**src/rtl/wb_test_status_pkg.sv**
```systemverilog
// Shared constants and types for the Wishbone test-status slave:
// register map, CONTROL/STATUS bit positions and the verdict state.
package wb_test_status_pkg;

  localparam logic [7:0] REG_EXPECTED   = 8'h00;
  localparam logic [7:0] REG_MEASURED   = 8'h04;
  localparam logic [7:0] REG_STATUS     = 8'h08;
  localparam logic [7:0] REG_FAIL_COUNT = 8'h0C;
  localparam logic [7:0] REG_FIRST_FAIL = 8'h10;
  localparam logic [7:0] REG_CONTROL    = 8'h14;

  localparam int unsigned CTRL_DONE  = 0;
  localparam int unsigned CTRL_CLEAR = 1;
  localparam int unsigned CTRL_ABORT = 2;

  localparam int unsigned STAT_LAST_FAIL = 16;
  localparam int unsigned STAT_DONE      = 17;
  localparam int unsigned STAT_PASSED    = 18;
  localparam int unsigned STAT_FAILED    = 19;

  localparam logic [15:0] FIRST_FAIL_NONE = 16'hFFFF;

  typedef enum logic [1:0] {
    ST_RUN,
    ST_PASS,
    ST_FAIL
  } verdict_t;

  function automatic logic [31:0] lane_merge(input logic [31:0] old_val,
                                             input logic [31:0] new_val,
                                             input logic [3:0]  sel);
    logic [31:0] merged;
    merged = old_val;
    for (int unsigned i = 0; i < 4; i++) begin
      if (sel[i]) merged[8*i +: 8] = new_val[8*i +: 8];
    end
    return merged;
  endfunction

endpackage

```
**src/rtl/wb_test_status_slave_counter.sv**
```systemverilog
// Test/fail bookkeeping: counts compare strobes, tracks mismatches,
// the first failing index and the most recent result; counters saturate.
module test_result_counter
  import wb_test_status_pkg::*;
#(
  parameter int unsigned COUNT_WIDTH = 16
) (
  input  logic                   clk,
  input  logic                   rst,
  input  logic                   clear,
  input  logic                   cmp_stb,
  input  logic [31:0]            expected,
  input  logic [31:0]            measured,
  output logic [COUNT_WIDTH-1:0] test_count,
  output logic [COUNT_WIDTH-1:0] fail_count,
  output logic [15:0]            first_fail,
  output logic                   last_fail
);

  logic mismatch;
  assign mismatch = (expected != measured);

  always_ff @(posedge clk or posedge rst) begin
    if (rst) begin
      test_count <= '0;
      fail_count <= '0;
      first_fail <= FIRST_FAIL_NONE;
      last_fail  <= 1'b0;
    end else if (clear) begin
      test_count <= '0;
      fail_count <= '0;
      first_fail <= FIRST_FAIL_NONE;
      last_fail  <= 1'b0;
    end else if (cmp_stb) begin
      if (test_count != '1) test_count <= test_count + COUNT_WIDTH'(1);
      last_fail <= mismatch;
      if (mismatch) begin
        if (fail_count != '1) fail_count <= fail_count + COUNT_WIDTH'(1);
        // index recorded is the count before this compare was added
        if (first_fail == FIRST_FAIL_NONE) first_fail <= 16'(test_count);
      end
    end
  end

endmodule

```
**src/rtl/wb_test_status_slave.sv**
```systemverilog
// Wishbone classic slave collecting expected/measured pairs and driving
// sticky pass/fail verdicts; one wait state per access.
module wb_test_status_slave
  import wb_test_status_pkg::*;
#(
  parameter int unsigned NUMBER_OF_TESTS = 16,
  parameter int unsigned ADDR_WIDTH      = 8,
  parameter int unsigned COUNT_WIDTH     = 16
) (
  input  logic                  wb_clk,
  input  logic                  wb_rst,
  input  logic [ADDR_WIDTH-1:0] wb_adr_i,
  input  logic [31:0]           wb_dat_i,
  input  logic [3:0]            wb_sel_i,
  input  logic                  wb_we_i,
  input  logic                  wb_cyc_i,
  input  logic                  wb_stb_i,
  output logic [31:0]           wb_dat_o,
  output logic                  wb_ack_o,
  output logic                  test_passed,
  output logic                  test_failed
);

  localparam logic [ADDR_WIDTH-3:0] W_EXPECTED   = (ADDR_WIDTH-2)'(REG_EXPECTED >> 2);
  localparam logic [ADDR_WIDTH-3:0] W_MEASURED   = (ADDR_WIDTH-2)'(REG_MEASURED >> 2);
  localparam logic [ADDR_WIDTH-3:0] W_STATUS     = (ADDR_WIDTH-2)'(REG_STATUS >> 2);
  localparam logic [ADDR_WIDTH-3:0] W_FAIL_COUNT = (ADDR_WIDTH-2)'(REG_FAIL_COUNT >> 2);
  localparam logic [ADDR_WIDTH-3:0] W_FIRST_FAIL = (ADDR_WIDTH-2)'(REG_FIRST_FAIL >> 2);
  localparam logic [ADDR_WIDTH-3:0] W_CONTROL    = (ADDR_WIDTH-2)'(REG_CONTROL >> 2);

  verdict_t state_q, state_d;
  logic [31:0] expected_q, measured_q, meas_merged, rdata;
  logic [ADDR_WIDTH-3:0] word_idx;
  logic access, wr, wr_ctrl, cmd_done, cmd_clear, cmd_abort, clear, cmp_stb;
  logic [COUNT_WIDTH-1:0] test_count, fail_count;
  logic [15:0] first_fail;
  logic last_fail;
  logic unused_adr_lsb;

  assign unused_adr_lsb = ^wb_adr_i[1:0];
  assign word_idx       = wb_adr_i[ADDR_WIDTH-1:2];

  // the access is taken on the edge that raises ack, so side effects are
  // visible during the ack cycle and a repeat strobe is held off one cycle
  assign access    = wb_cyc_i & wb_stb_i & ~wb_ack_o;
  assign wr        = access & wb_we_i;
  assign wr_ctrl   = wr & (word_idx == W_CONTROL) & wb_sel_i[0];
  assign cmd_done  = wr_ctrl & wb_dat_i[CTRL_DONE];
  assign cmd_clear = wr_ctrl & wb_dat_i[CTRL_CLEAR];
  assign cmd_abort = wr_ctrl & wb_dat_i[CTRL_ABORT];

  assign meas_merged = lane_merge(measured_q, wb_dat_i, wb_sel_i);
  assign cmp_stb     = wr & (word_idx == W_MEASURED) & (state_q == ST_RUN);

  always_comb begin
    state_d = state_q;
    clear   = 1'b0;
    unique case (state_q)
      ST_RUN: begin
        if (cmd_abort) begin
          state_d = ST_FAIL;
        end else if (cmd_clear) begin
          clear = 1'b1;
        end else if (cmd_done) begin
          state_d = (test_count == COUNT_WIDTH'(NUMBER_OF_TESTS) && fail_count == '0)
                    ? ST_PASS : ST_FAIL;
        end
      end
      ST_PASS, ST_FAIL: begin
        if (cmd_clear) begin
          state_d = ST_RUN;
          clear   = 1'b1;
        end
      end
      default: state_d = ST_RUN;
    endcase
  end

  always_comb begin
    rdata = '0;
    unique case (word_idx)
      W_EXPECTED:   rdata = expected_q;
      W_MEASURED:   rdata = measured_q;
      W_STATUS: begin
        rdata[15:0]           = 16'(test_count);
        rdata[STAT_LAST_FAIL] = last_fail;
        rdata[STAT_DONE]      = (state_q != ST_RUN);
        rdata[STAT_PASSED]    = test_passed;
        rdata[STAT_FAILED]    = test_failed;
      end
      W_FAIL_COUNT: rdata = 32'(fail_count);
      W_FIRST_FAIL: rdata = {16'h0000, first_fail};
      default:      rdata = '0;
    endcase
  end

  always_ff @(posedge wb_clk or posedge wb_rst) begin
    if (wb_rst) begin
      state_q     <= ST_RUN;
      wb_ack_o    <= 1'b0;
      wb_dat_o    <= '0;
      expected_q  <= '0;
      measured_q  <= '0;
      test_passed <= 1'b0;
      test_failed <= 1'b0;
    end else begin
      state_q     <= state_d;
      wb_ack_o    <= access;
      test_passed <= (state_d == ST_PASS);
      test_failed <= (state_d == ST_FAIL);
      if (access) wb_dat_o <= wb_we_i ? '0 : rdata;
      if (clear) begin
        expected_q <= '0;
        measured_q <= '0;
      end else begin
        if (wr && word_idx == W_EXPECTED) expected_q <= lane_merge(expected_q, wb_dat_i, wb_sel_i);
        if (wr && word_idx == W_MEASURED) measured_q <= meas_merged;
      end
    end
  end

  test_result_counter #(
    .COUNT_WIDTH(COUNT_WIDTH)
  ) u_counter (
    .clk        (wb_clk),
    .rst        (wb_rst),
    .clear      (clear),
    .cmp_stb    (cmp_stb),
    .expected   (expected_q),
    .measured   (meas_merged),
    .test_count (test_count),
    .fail_count (fail_count),
    .first_fail (first_fail),
    .last_fail  (last_fail)
  );

endmodule

```
**config.mk**
```make
export PLATFORM = sky130hd
export DESIGN_NAME = wb_test_status_slave
export DESIGN_NICKNAME = d
export VERILOG_FILES = /design/src/rtl/wb_test_status_pkg.sv /design/src/rtl/wb_test_status_slave_counter.sv /design/src/rtl/wb_test_status_slave.sv
export SDC_FILE = /design/constraint.sdc
export NUM_CORES = 1
export LEC_CHECK = 0
export CAP_MARGIN = 20
export CORE_ASPECT_RATIO = 1.2
export CORE_MARGIN = 2
export CORE_UTILIZATION = 45
export DETAILED_ROUTE_END_ITERATION = 8
export PLACE_DENSITY = 0.66
export SLEW_MARGIN = 0
export SYNTH_ARGS = -nofsm -noshare
export SYNTH_HDL_FRONTEND = slang
export SYNTH_SLANG_ARGS = --single-unit
```
**constraint.sdc**
```tcl
create_clock -name wb_clk -period 5.86 [get_ports wb_clk]
set_input_delay 0.586 -clock wb_clk [delete_from_list [all_inputs] [get_ports wb_clk]]
set_output_delay 0.586 -clock wb_clk [all_outputs]
set_load 0.05 [all_outputs]
```
==> impl_metrics.csv <==
group,metric,value,unit
outcome,outcome,"finished, final reports clean",
cts,cts_setup_buffers,0,
synth,ys_warn_count,0,
final_layout,multiInputGateArea,3800,µm²
sta,fin_crit,3.53,ns
cts,clk_pin_slew_worst_paths,0.07,ns
synth,yosysUniqueCellTypes,46,
final_layout,antennaDiodeCount,0,
drt,vias,6735,
setup_path,slowest_stage,"clkdlybuf4s50_1",
setup_path,crit_cells,9,
global_routing,track_usage,24.4,%
sta,timing.fmax,0.283,GHz
sta,setup_violations,0,
floorplan,start_util,46.1,%
setup_path,crit_end,"u_counter.first_fail[4]",
setup_path,reg2reg_to,"u_counter.fail_count[15]",
floorplan,io_pins,84,
sta,finalHoldViolCount,0,
cts,worst_skew_pair.late_latency,0.43,ns
drt,drcViolationCount,0,
drt,drt_wl_total,22.3,mm
final_layout,drive_gt1_share,8.72,%
pwr,ir_worst_vdd,0.000174,V
setup_path,crit_path_max_fanout,22,
setup_path,critical_path_arrival,3.90,ns
sta,rsz0062_at_grt,"false",
drt,dr.pass1.iters,5,
synth,syn_inst,844,
synth,syn_area_per_cell,9.28,µm²
synth,seq_area_frac_synth,48.2,%
place,post_dp_cell_area,8840,µm²
sta,fin_crit_sh,60.2,%
cts,cts_root_buf,"clkbuf_16",
final_layout,final_area,9430,µm²
cts,cts_buffers,17,
sta,slew_viol_final,0,
pwr,power.total,2.27,mW
synth,synth-edff-count,0,
global_routing,antenna_found_initial,0,
sta,setup_tns,0,ns
sta,hold_ws,0.477,ns
synth,syn_area,7840,µm²
cts,cts_hold_buf,0,
pwr,power_leakage,3.77,nW
final_layout,nets,960,
final_layout,final-seq-area,3770,µm²
final_layout,utilization,55.5,%
floorplan,dieArea,18500,µm²
setup_path,max_stage_delay,1.09,ns
final_layout,n_fill_cell,1530,
sta,worst_slack,2.33,ns
synth,synth_top_area_share,42.8,%
final_layout,layoutNonFillerInstCount,1133,
place,portBuffers,81,
drt,drt_iter0_markers,613,
drt,wl_per_cell,19.6,µm
synth,synth_ff_type,"dfrtp_1",
floorplan,die_w,124,µm
sta,worst_pin_slew,0.997,ns
global_routing,grt_pass1_vias,6409,
setup_path,ff2ff_path_depth,9,
place,dp.cells,1100,
place,pre_cts_slack,1.68,ns
setup_path,cp_data_required_time,6.23,ns
sta,relSlewSlack,33.1,%
synth,ys_async_sr_fraction,100,%
setup_path,cp-startpoint,"wb_sel_i[3]",
place,place_congestion,0.826,
setup_path,crit_chain,"clkdlybuf4s50_1 -> buf_4 -> mux2i_1 -> xnor2_1 -> nor4_1 -> nand4_1 -> nor2_1 -> or3_1 -> o22a_1",
place,dp_hpwl,15.0,mm
cts,cts_resized,0,
setup_path,end_kind,"register",
min_path,min_path_cells,2,
drt,routed_via_density,5.94,
setup_path,crit_family,"buffers and inverters",
cts,cts.sinks,150,
sta,fin_skew,0.00994,ns
global_routing,overflow,0,
setup_path,startpoint_type,"input port",
floorplan,rows,52,
global_routing,grt_max_degree,112,
drt,ant_nets,0,
global_routing,grt_pass1_wl,35.5,mm
pwr,p_per_area,241,nW/µm²
cts,cts_buffer_depth,2,
synth,syn_nets,899,
synth,synth.top_cells.by_area,"dfrtp_1 (43%), nand2_1 (6.4%), mux2i_1 (6.1%), a21oi_1 (5.7%), dfstp_2 (5.4%)",
final_layout,syn2layout_area_growth,20.3,%
setup_path,r2r_slack,3.09,ns
setup_path,r2r_start,"state_q[1]",
synth,ys_ff_latch,150,
cts,tritoncts,"done",
synth,yosys.area.top_type,"dfrtp_1",
setup_path,worstSetupPathType,"input port to register",
floorplan,core_area,17000,µm²
flow_run,drv_cap,0,
floorplan,die_h,149,µm
cts,htree_levels,4,
min_path,hold_class,"register to register",
setup_path,worst-path-buf-inv,2,
==> worst min-delay path, stage by stage (launching register included) <==
cell and delay (ns):
dfrtp_1 0.34, nand2_1 0.04, o21ai_0 0.06
==> final cells by class <==
type | instances | share of cell area [%]
tap | 216 | 2.87
inverter | 14 | 0.610
sequential | 150 | 40.0
clock buffer | 20 | 4.95
clock inverter | 11 | 0.809
multi-input combinational | 623 | 40.3
timing repair buffer | 99 | 10.5
==> power breakdown <==
| group | switching [mW] | total (mW) | internal, mW |
|---|---|---|---|
| Clock | 0.451 | 1.02 | 0.572 |
| Sequential | 0.0155 | 1.07 | 1.05 |
| Combinational | 0.104 | 0.181 | 0.0772 |
==> synth_stat cells (2+ instances only) <==
master	n
a21oi_1	89
a221oi_1	11
a22oi_1	18
a31oi_1	2
and3_1	4
and4_1	2
buf_1	5
buf_2	8
clkbuf_1	43
dfrtp_1	134
dfstp_2	16
ha_1	6
inv_1	14
mux2i_1	48
mux4_2	5
nand2_1	134
nand3_1	74
nand3b_1	2
nand4_1	12
nor2_1	26
nor2b_1	4
nor3_1	9
nor3b_1	2
nor4_1	17
o21a_1	2
o21ai_0	54
o221ai_1	2
o22a_1	16
o31ai_1	3
o41ai_1	4
or2_2	2
or3_1	17
or4_1	5
xnor2_1	39
xor2_1	4
==> worst min path at each step <==
stage	slack [ns]	from	to
4_1_cts	0.48	wb_dat_o[18]	wb_dat_o[18]
3_5_place_dp	0.47	wb_dat_o[18]	wb_dat_o[18]
5_1_grt	0.50	wb_dat_o[18]	wb_dat_o[18]
3_3_place_gp	0.46	wb_dat_o[19]	wb_dat_o[19]
2_1_floorplan	0.51	measured_q[7]	measured_q[7]
6_report	0.48	wb_dat_o[24]	wb_dat_o[24]
==> cell families after synthesis <==
logic type / Yosys count / synth area share (%)
flops: 150 / 48.2
mux: 53 / 7.57
compound gates: 205 / 15.7
simple gates: 316 / 19.2
xor+xnor: 43 / 4.81
buf+inv: 71 / 3.63
fa+ha+maj: 6 / 0.958
==> flip-flops by register name, summed over array words and instances, names as in the netlist, 2 cells and up <==
signal / cells
expected_q: 32
state_q: 2
u_counter.fail_count: 16
u_counter.test_count: 16
wb_dat_o: 32
u_counter.first_fail: 16
measured_q: 32
==> layer usage <==
layer  global-route usage, %  share of wire (%)  vias up
li1                        -                  -     3162
met1                    31.8                 43     3316
met2                    40.7                 50      225
met3                    4.17                4.5       32
met4                    9.72                3.1        0
met5                       0                  0        -
==> cell usage in the layout (no fill, tap or decap), drive strengths merged, types with 17 or more instances in the layout <==
cell,instances
nor4,17
o21ai,55
nand2,134
nand3,74
or3,17
clkbuf,20
dfrtp,134
a22oi,18
mux2i,48
xnor2,39
nor2,26
clkdlybuf4s50,81
buf,18
a21oi,89
No activity file was read; power rests on OpenSTA's default activity.
